File: src/rtl/tft_layer_pkg.sv
// Shared constants for the TFT layer scheduler and display mux.
// Layer indices, config field codes, default windows and colours.
package tft_layer_pkg;
  localparam int NL = 4;

  localparam int L_VENENO   = 0;
  localparam int L_XIAOFANG = 1;
  localparam int L_NUM      = 2;
  localparam int L_IMAGE    = 3;

  localparam logic [1:0] F_X0 = 2'd0;
  localparam logic [1:0] F_Y0 = 2'd1;
  localparam logic [1:0] F_W  = 2'd2;
  localparam logic [1:0] F_H  = 2'd3;

  typedef struct packed {
    int x0;
    int y0;
    int w;
    int h;
  } win_t;

  // The image layer starts disabled (zero size) until software places it.
  localparam win_t DEF_WIN [NL] = '{
    '{x0: 10,  y0: 10, w: 48, h: 16},
    '{x0: 100, y0: 10, w: 48, h: 16},
    '{x0: 400, y0: 40, w: 16, h: 24},
    '{x0: 0,   y0: 0,  w: 0,  h: 0}
  };

  localparam logic [15:0] C_BLACK = 16'h0000;
  localparam logic [15:0] C_WHITE = 16'hFFFF;
  localparam logic [15:0] C_BG    = 16'h001F;
endpackage

File: src/rtl/tft_layer_scheduler_win_hit.sv
// Window hit test and window-local coordinates for one layer.
// End coordinates are formed one bit wider so windows past 2^HW clip instead of wrapping.
module tft_win_hit #(
  parameter int HW = 11
) (
  input  logic          de,
  input  logic [HW-1:0] hcount,
  input  logic [HW-1:0] vcount,
  input  logic [HW-1:0] x0,
  input  logic [HW-1:0] y0,
  input  logic [HW-1:0] w,
  input  logic [HW-1:0] h,
  output logic          hit,
  output logic [HW-1:0] lx,
  output logic [HW-1:0] ly
);
  logic [HW:0] x_end;
  logic [HW:0] y_end;

  assign x_end = {1'b0, x0} + {1'b0, w};
  assign y_end = {1'b0, y0} + {1'b0, h};

  assign hit = de && (w != '0) && (h != '0) &&
               (hcount >= x0) && ({1'b0, hcount} < x_end) &&
               (vcount >= y0) && ({1'b0, vcount} < y_end);

  assign lx = hcount - x0;
  assign ly = vcount - y0;
endmodule

File: src/rtl/tft_layer_scheduler.sv
// Per-layer request strobes and local coordinates for the TFT mux, with frame-aligned
// double-buffered window config and a frame-paced 0..9 digit sequencer.
module tft_layer_scheduler
  import tft_layer_pkg::*;
#(
  parameter int HW          = 11,
  parameter int FRAMES_STEP = 30
) (
  input  logic          clk_vga,
  input  logic          rst,
  input  logic          de,
  input  logic [HW-1:0] hcount,
  input  logic [HW-1:0] vcount,
  input  logic          frame_start,
  input  logic          cfg_valid,
  output logic          cfg_ready,
  input  logic [1:0]    cfg_layer,
  input  logic [1:0]    cfg_field,
  input  logic [HW-1:0] cfg_data,
  output logic [3:0]    addr_req,
  output logic [HW-1:0] lx,
  output logic [HW-1:0] ly,
  output logic [3:0]    pix_req,
  output logic [3:0]    digit,
  output logic          commit
);
  localparam int FCW = (FRAMES_STEP > 1) ? $clog2(FRAMES_STEP) : 1;

  logic [HW-1:0] sh_x0 [NL];
  logic [HW-1:0] sh_y0 [NL];
  logic [HW-1:0] sh_w  [NL];
  logic [HW-1:0] sh_h  [NL];
  logic [HW-1:0] act_x0 [NL];
  logic [HW-1:0] act_y0 [NL];
  logic [HW-1:0] act_w  [NL];
  logic [HW-1:0] act_h  [NL];

  logic [NL-1:0] hit;
  logic [HW-1:0] hit_lx [NL];
  logic [HW-1:0] hit_ly [NL];

  logic [3:0]    win_req;
  logic [HW-1:0] win_lx;
  logic [HW-1:0] win_ly;
  logic [FCW-1:0] frame_cnt;

  // Handshake: a config write transfers on any clk_vga edge where cfg_valid && cfg_ready;
  // cfg_ready drops only during the frame_start cycle, when shadow is being copied.
  assign cfg_ready = ~frame_start;

  for (genvar i = 0; i < NL; i++) begin : g_win
    tft_win_hit #(.HW(HW)) u_hit (
      .de     (de),
      .hcount (hcount),
      .vcount (vcount),
      .x0     (act_x0[i]),
      .y0     (act_y0[i]),
      .w      (act_w[i]),
      .h      (act_h[i]),
      .hit    (hit[i]),
      .lx     (hit_lx[i]),
      .ly     (hit_ly[i])
    );
  end

  // Ascending scan so the highest-numbered hitting layer wins.
  always_comb begin
    win_req = '0;
    win_lx  = '0;
    win_ly  = '0;
    for (int i = 0; i < NL; i++) begin
      if (hit[i]) begin
        win_req    = '0;
        win_req[i] = 1'b1;
        win_lx     = hit_lx[i];
        win_ly     = hit_ly[i];
      end
    end
  end

  always_ff @(posedge clk_vga or posedge rst) begin
    if (rst) begin
      for (int i = 0; i < NL; i++) begin
        sh_x0[i]  <= HW'(DEF_WIN[i].x0);
        sh_y0[i]  <= HW'(DEF_WIN[i].y0);
        sh_w[i]   <= HW'(DEF_WIN[i].w);
        sh_h[i]   <= HW'(DEF_WIN[i].h);
        act_x0[i] <= HW'(DEF_WIN[i].x0);
        act_y0[i] <= HW'(DEF_WIN[i].y0);
        act_w[i]  <= HW'(DEF_WIN[i].w);
        act_h[i]  <= HW'(DEF_WIN[i].h);
      end
    end else begin
      if (cfg_valid && cfg_ready) begin
        case (cfg_field)
          F_X0:    sh_x0[cfg_layer] <= cfg_data;
          F_Y0:    sh_y0[cfg_layer] <= cfg_data;
          F_W:     sh_w[cfg_layer]  <= cfg_data;
          default: sh_h[cfg_layer]  <= cfg_data;
        endcase
      end
      if (frame_start) begin
        for (int i = 0; i < NL; i++) begin
          act_x0[i] <= sh_x0[i];
          act_y0[i] <= sh_y0[i];
          act_w[i]  <= sh_w[i];
          act_h[i]  <= sh_h[i];
        end
      end
    end
  end

  // Stage A feeds ROM addressing; stage B lines up with the 1-cycle ROM data.
  always_ff @(posedge clk_vga or posedge rst) begin
    if (rst) begin
      addr_req <= '0;
      lx       <= '0;
      ly       <= '0;
      pix_req  <= '0;
      commit   <= 1'b0;
    end else begin
      addr_req <= win_req;
      lx       <= win_lx;
      ly       <= win_ly;
      pix_req  <= addr_req;
      commit   <= frame_start;
    end
  end

  always_ff @(posedge clk_vga or posedge rst) begin
    if (rst) begin
      frame_cnt <= '0;
      digit     <= '0;
    end else if (frame_start) begin
      if (frame_cnt == FCW'(FRAMES_STEP - 1)) begin
        frame_cnt <= '0;
        digit     <= (digit >= 4'd9) ? 4'd0 : digit + 4'd1;
      end else begin
        frame_cnt <= frame_cnt + 1'b1;
      end
    end
  end
endmodule
File: config.mk
export PLATFORM = sky130hd
export DESIGN_NAME = tft_layer_scheduler
export DESIGN_NICKNAME = d
export VERILOG_FILES = /design/src/rtl/tft_layer_pkg.sv /design/src/rtl/tft_layer_scheduler_win_hit.sv /design/src/rtl/tft_layer_scheduler.sv
export SDC_FILE = /design/constraint.sdc
export NUM_CORES = 1
export LEC_CHECK = 0
export ABC_CLOCK_PERIOD_IN_PS = 13100
export CORE_MARGIN = 2
export CORE_UTILIZATION = 35
export CTS_BUF_LIST = sky130_fd_sc_hd__clkbuf_4 sky130_fd_sc_hd__clkbuf_8 sky130_fd_sc_hd__clkbuf_16
export DETAILED_ROUTE_END_ITERATION = 10
export DONT_BUFFER_PORTS = 1
export HOLD_SLACK_MARGIN = 0.08
export MAX_ROUTING_LAYER = met4
export SLEW_MARGIN = 0
export SYNTH_ARGS = -nofsm -noshare
export SYNTH_HDL_FRONTEND = slang
export SYNTH_SLANG_ARGS = --single-unit
File: constraint.sdc
create_clock -name clk_vga -period 13.1 [get_ports clk_vga]
set_clock_uncertainty 0.05 [all_clocks]
set_input_delay 2.62 -clock clk_vga [delete_from_list [all_inputs] [get_ports clk_vga]]
set_output_delay 2.62 -clock clk_vga [all_outputs]
set_load 0.05 [all_outputs]
# == Word level (Yosys, flattened, before mapping) ==
# Cells that the tools add are included.
# totals
register_bits,392
ram_bits,0
out_inout_bits,36
latchBits,0
n_memories,0
mem_bits_ro,0
in_bits,42
elab_cells,143
# classes
mux,20
bitwise_logic,3
n_reduce_logical,41
n_shift,0
eq_ne,3
n_mul,0
addsub,18
order_cmp,19
div_mod_pow,0
# ops
operator,count
$bwmux W44,4
$mux W11,9
$add A11 B11 Y12,8
$lt A11 B12 Y1,8
$ge A11 B11 Y1,8
$reduce_bool A11 Y1,8
$sub A11 B11 Y11,8
$logic_and A1 B1 Y1,26
$demux W11 S2,1
$mux W4,4
$reduce_and A2 Y1,5
$add A5 B1 Y5 const B,1
$eq A5 B5 Y1 const B,1
$mux W5,1
$add A4 B1 Y4 const B,1
$ge A4 B4 Y1 const B,1
$ge A3 B3 Y1 const B,1
$lt A3 B1 Y1 const B,1
$not A2 Y3,1
$reduce_or A3 Y1,1
$eq A2 B1 Y1 const B,1
$eq A2 B2 Y1 const B,1
$logic_not A2 Y1,1
$not A1 Y1,2
$mux W1,1

# == Logic depth before layout (Yosys ltp) ==
# logic_depth
depth_word,11
ltp_mapped,24

# == Hierarchy ==
# A second synthesis with hierarchy kept.
# hier_totals
hier_cells,2305
area_unflattened_um2,25004.0
# by_module_without_submodules
mod,instances,cells_per_inst,seq_area_each_um2,area_each_um2
tft_layer_scheduler,1,971,9867.0,15175.8
tft_win_hit at g_win[1].u_hit,1,348,0.0,2558.7
tft_win_hit at g_win[2].u_hit,1,337,0.0,2459.9
tft_win_hit at g_win[3].u_hit,1,338,0.0,2442.3
tft_win_hit at g_win[0].u_hit,1,311,0.0,2367.3

# == Worst setup path after synthesis ==
# No wires, ideal clock.
# synth_path
kind,input -> output
start,in frame_start
end,out cfg_ready
stages,1
arrival_time_ps,2929
setup_slack_ps,7501
cell_sequence,inv_1
# synth_via
elab_chain_cells,1
# synth_rtl
item,line,text
from (decl),tft_layer_scheduler.sv:14,"input logic frame_start,"
$not A1 Y1,tft_layer_scheduler.sv:49,assign cfg_ready = ~frame_start;
to (decl),tft_layer_scheduler.sv:16,"output logic cfg_ready,"
# No other way between the ends.

# == Worst setup path after layout ==
# layout_path
start,reg act_x0[11] (netlist bit)
end,reg ly[0]
# layout_via
elab_chain_cells,7
elab_cells_between_ends,9
# layout_rtl
item,line,text
from (decl),tft_layer_scheduler.sv:33,logic [HW-1:0] act_x0 [NL];
"from (signal, indexed assignment)",tft_layer_scheduler.sv:88,act_x0[i] <= HW'(DEF_WIN[i].x0);
"from (signal, indexed assignment)",tft_layer_scheduler.sv:104,act_x0[i] <= sh_x0[i];
$add A11 B11 Y12 or $ge A11 B11 Y1 (tied branches),"tft_layer_scheduler_win_hit.sv:20, tft_layer_scheduler_win_hit.sv:24",
$lt A11 B12 Y1 or $logic_and A1 B1 Y1 (tied branches),"tft_layer_scheduler_win_hit.sv:24, tft_layer_scheduler_win_hit.sv:23",
$logic_and A1 B1 Y1 (*) (2 in series),tft_layer_scheduler_win_hit.sv:24,"(hcount >= x0) && ({1'b0, hcount} < x_end) &&"
$logic_and A1 B1 Y1 (*),tft_layer_scheduler_win_hit.sv:25,"(vcount >= y0) && ({1'b0, vcount} < y_end);"
$mux W11 (*) (2 in series),tft_layer_scheduler.sv:72,if (hit[i]) begin
net win_ly[0],tft_layer_scheduler.sv:44,logic [HW-1:0] win_ly;
to (signal assigned),tft_layer_scheduler.sv:124,ly <= win_ly;
to (decl),tft_layer_scheduler.sv:22,"output logic [HW-1:0] ly,"
# Mark *: on every way through the listed nets, which the timed path passes. The rest lies on a longest branch.
# A chain may end at the register's enable or synchronous reset.

==> out/metrics.csv <==
metric,value,unit
max_freq,0.171,GHz
final_util,39.1,%
dieArea,71500,µm²
p_leak,12.3,nW
htree_num_levels,2,
r2r-end,ly[0],
synth_top_area_share,35.6,%
wl_met2,32200,µm
yosysWarnings,0,
via_per_inst,5.46,
initial_utilization,35.4,%
drt_wl_total,72100,µm
wl_met3,5080,µm
powerDensity,183,nW/µm²
maxSlewHeadroom,11.9,%
holdCritPathClass,reg2reg,
rr_startpoint,act_x0[11],
synth_area_leader_cell,dfrtp_1,
path_clk_slew,0.07,ns
route.vias.total,17700,
finalSetupTns,0,ns
min_period,5.84,ns
core_area,68700,µm²
whs_path_depth,2,
rr_worst_depth,21,
antenna_found_initial,8,
cp.required,13.53,ns
drc_errors,0,
clock_latency,0.59,ns
wire_per_inst,22.2,µm
synth_enable_flop_cells,0,
dr.max_layer_used,met4,
rsz0062_at_grt,no,
path_class,reg2reg,
setup_violations,0,
cts_setup_buffers,0,
grt_max_degree,275,
layout.nets,2596,
startpoint_type,flip-flop,
max-vdd-ir-drop,131,µV
first_iter_violations,1014,
first_pass_iters,5,
clk_root_buffer_cell,clkbuf_16,
ant_nets,0,
gp_congestion,0.934,
drv_cap,0,
area_delta_synth_final,10.6,%
ioPinCount,78,
min_from,sh_x0[6],
hpwlAfterDp,51200,µm
synth-async-reset-ratio,100,%
ys_seq_elements,392,
synthTopCellsByCount,"dfrtp_1, mux2_2, ha_1, inv_1, o21ai_0",
yosysMostFrequentCell,dfrtp_1,
cp-end-kind,flip-flop,
synth_flop_cell,dfrtp_1,
hold_violations,0,
cts_buffer_depth,3,
whs,0.427,ns
dieHeight,267,µm
cts_tree,built,
fin_crit_sh,44.6,%
p_total,4.90,mW
wl_met1,33300,µm
drv_slew,0,
synth_fp_nets,2607,
row_count,96,
die_w,267,µm
port_buffers,0,
seq_area_frac_synth,40.6,%
critPathMaxFanout,17,
cp_data_arrival_time,6.27,ns
synth_cells,2288,
ys_top_cells_by_area,"dfrtp_1, ha_1, mux2_2",
cts_buffers,44,
gr-total-overflow,0,
grtUsageTotal,21.0,%
avgSynthCellArea,10.6,µm²
cts_resized,0,
status,"finished, final reports clean",
grt_pass1_wl,110000,µm
pre_cts_ws,6.95,ns
fin_ws,7.26,ns
cts_hold_buf,0,
clock_sinks,392,
syn_area,24300,µm²
layout-drive-gt1-share,19.3,%
rrSetupSlack,7.26,ns
grt_pass1_vias,17800,
hold_end,act_x0[6],
synthDistinctLibCells,84,
tightest_slew,1.32,ns
## metal layers
layer	vias to the layer above	global-route usage [%]
met3	95	4.49
met4	0	5.12
met1	8919	28.2
met2	451	32.3
li1	8249	-
met5	-	-
## power by group
part	switching, mW	total, mW	internal [mW]
sequential	0.301	1.79	1.49
clock	0.533	1.36	0.827
combinational	0.962	1.76	0.795
## logic make-up after synthesis
kind of cell | count (synthesis) | synth area share [%]
buffers and inverters | 236 | 3.75
AO/OA/AOI/OAI | 537 | 14.7
flip-flops | 392 | 40.6
AND/OR/NAND/NOR | 452 | 9.15
adder cells (fa/ha/maj) | 277 | 14.8
XOR/XNOR | 123 | 4.43
multiplexers | 271 | 12.5
## state kept, by name, indices dropped and copies added, names as in the netlist
register	count
act_x0	44
digit	4
sh_x0	44
addr_req	4
sh_w	44
act_h	44
commit	1
sh_y0	44
lx	11
ly	11
act_w	44
frame_cnt	5
act_y0	44
sh_h	44
pix_req	4
## final cells by class
class                           instances  area (µm²)
Fill cell                            6762       41800
Timing Repair Buffer                   12        90.1
Antenna cell                            4        10.0
Inverter                              167         631
Sequential cell                       392        9870
Tap cell                              931        1160
Multi-Input combinational cell       1660       13500
Clock inverter                         19         284
Clock buffer                           62        1290
## worst max path at each step
stage           startpoint        end
2_1_floorplan          rst   act_h[0]
3_3_place_gp     hcount[9]      lx[0]
3_5_place_dp     hcount[9]      ly[0]
4_1_cts        frame_start  cfg_ready
5_1_grt         act_x0[11]      ly[6]
6_report        act_x0[11]      ly[0]
## critical path, cell delays in order (launching register included)
cell and delay [ns]:
dfrtp_1 0.43, ha_1 0.26, inv_1 0.08, fa_1 0.20, nor2b_1 0.05, o21ai_0 0.24
a21boi_1 0.11, o21ai_0 0.16, nand2b_1 0.12, a21o_1 0.19, a21oi_1 0.27, mux2i_1 0.11
nor4bb_1 0.14, ha_1 0.19, a2111oi_0 0.45, o21ai_1 0.15, a21oi_1 0.34, o31ai_1 0.18
nor4_4 0.86, or2_1 0.74, a221oi_1 0.12, a221oi_1 0.29
## metrics by stage
stage | area [µm²] | cells
finish | 26900 | 3247
global route | 26900 | 3243
CTS | 26900 | 3243
detailed placement | 25300 | 3162
global placement | 25300 | 3162
floorplan | 24300 | 2288
## layout by cell type (no fill, tap or decap), types with 19 or more instances in the layout
master / count
a211oi_1: 19
a21oi_1: 123
nand2_1: 150
inv_1: 164
nand2b_1: 32
dfrtp_1: 346
nor4_1: 24
xnor2_1: 69
o21ai_1: 22
nand4_1: 20
nor2b_1: 31
a21o_1: 50
nand3_1: 34
ha_1: 261
o21ai_0: 152
nor3_1: 33
dfstp_2: 46
clkbuf_16: 45
mux2_2: 268
nor2_1: 83
xor2_1: 54
Note: power is estimated with default switching activity, not from simulation.
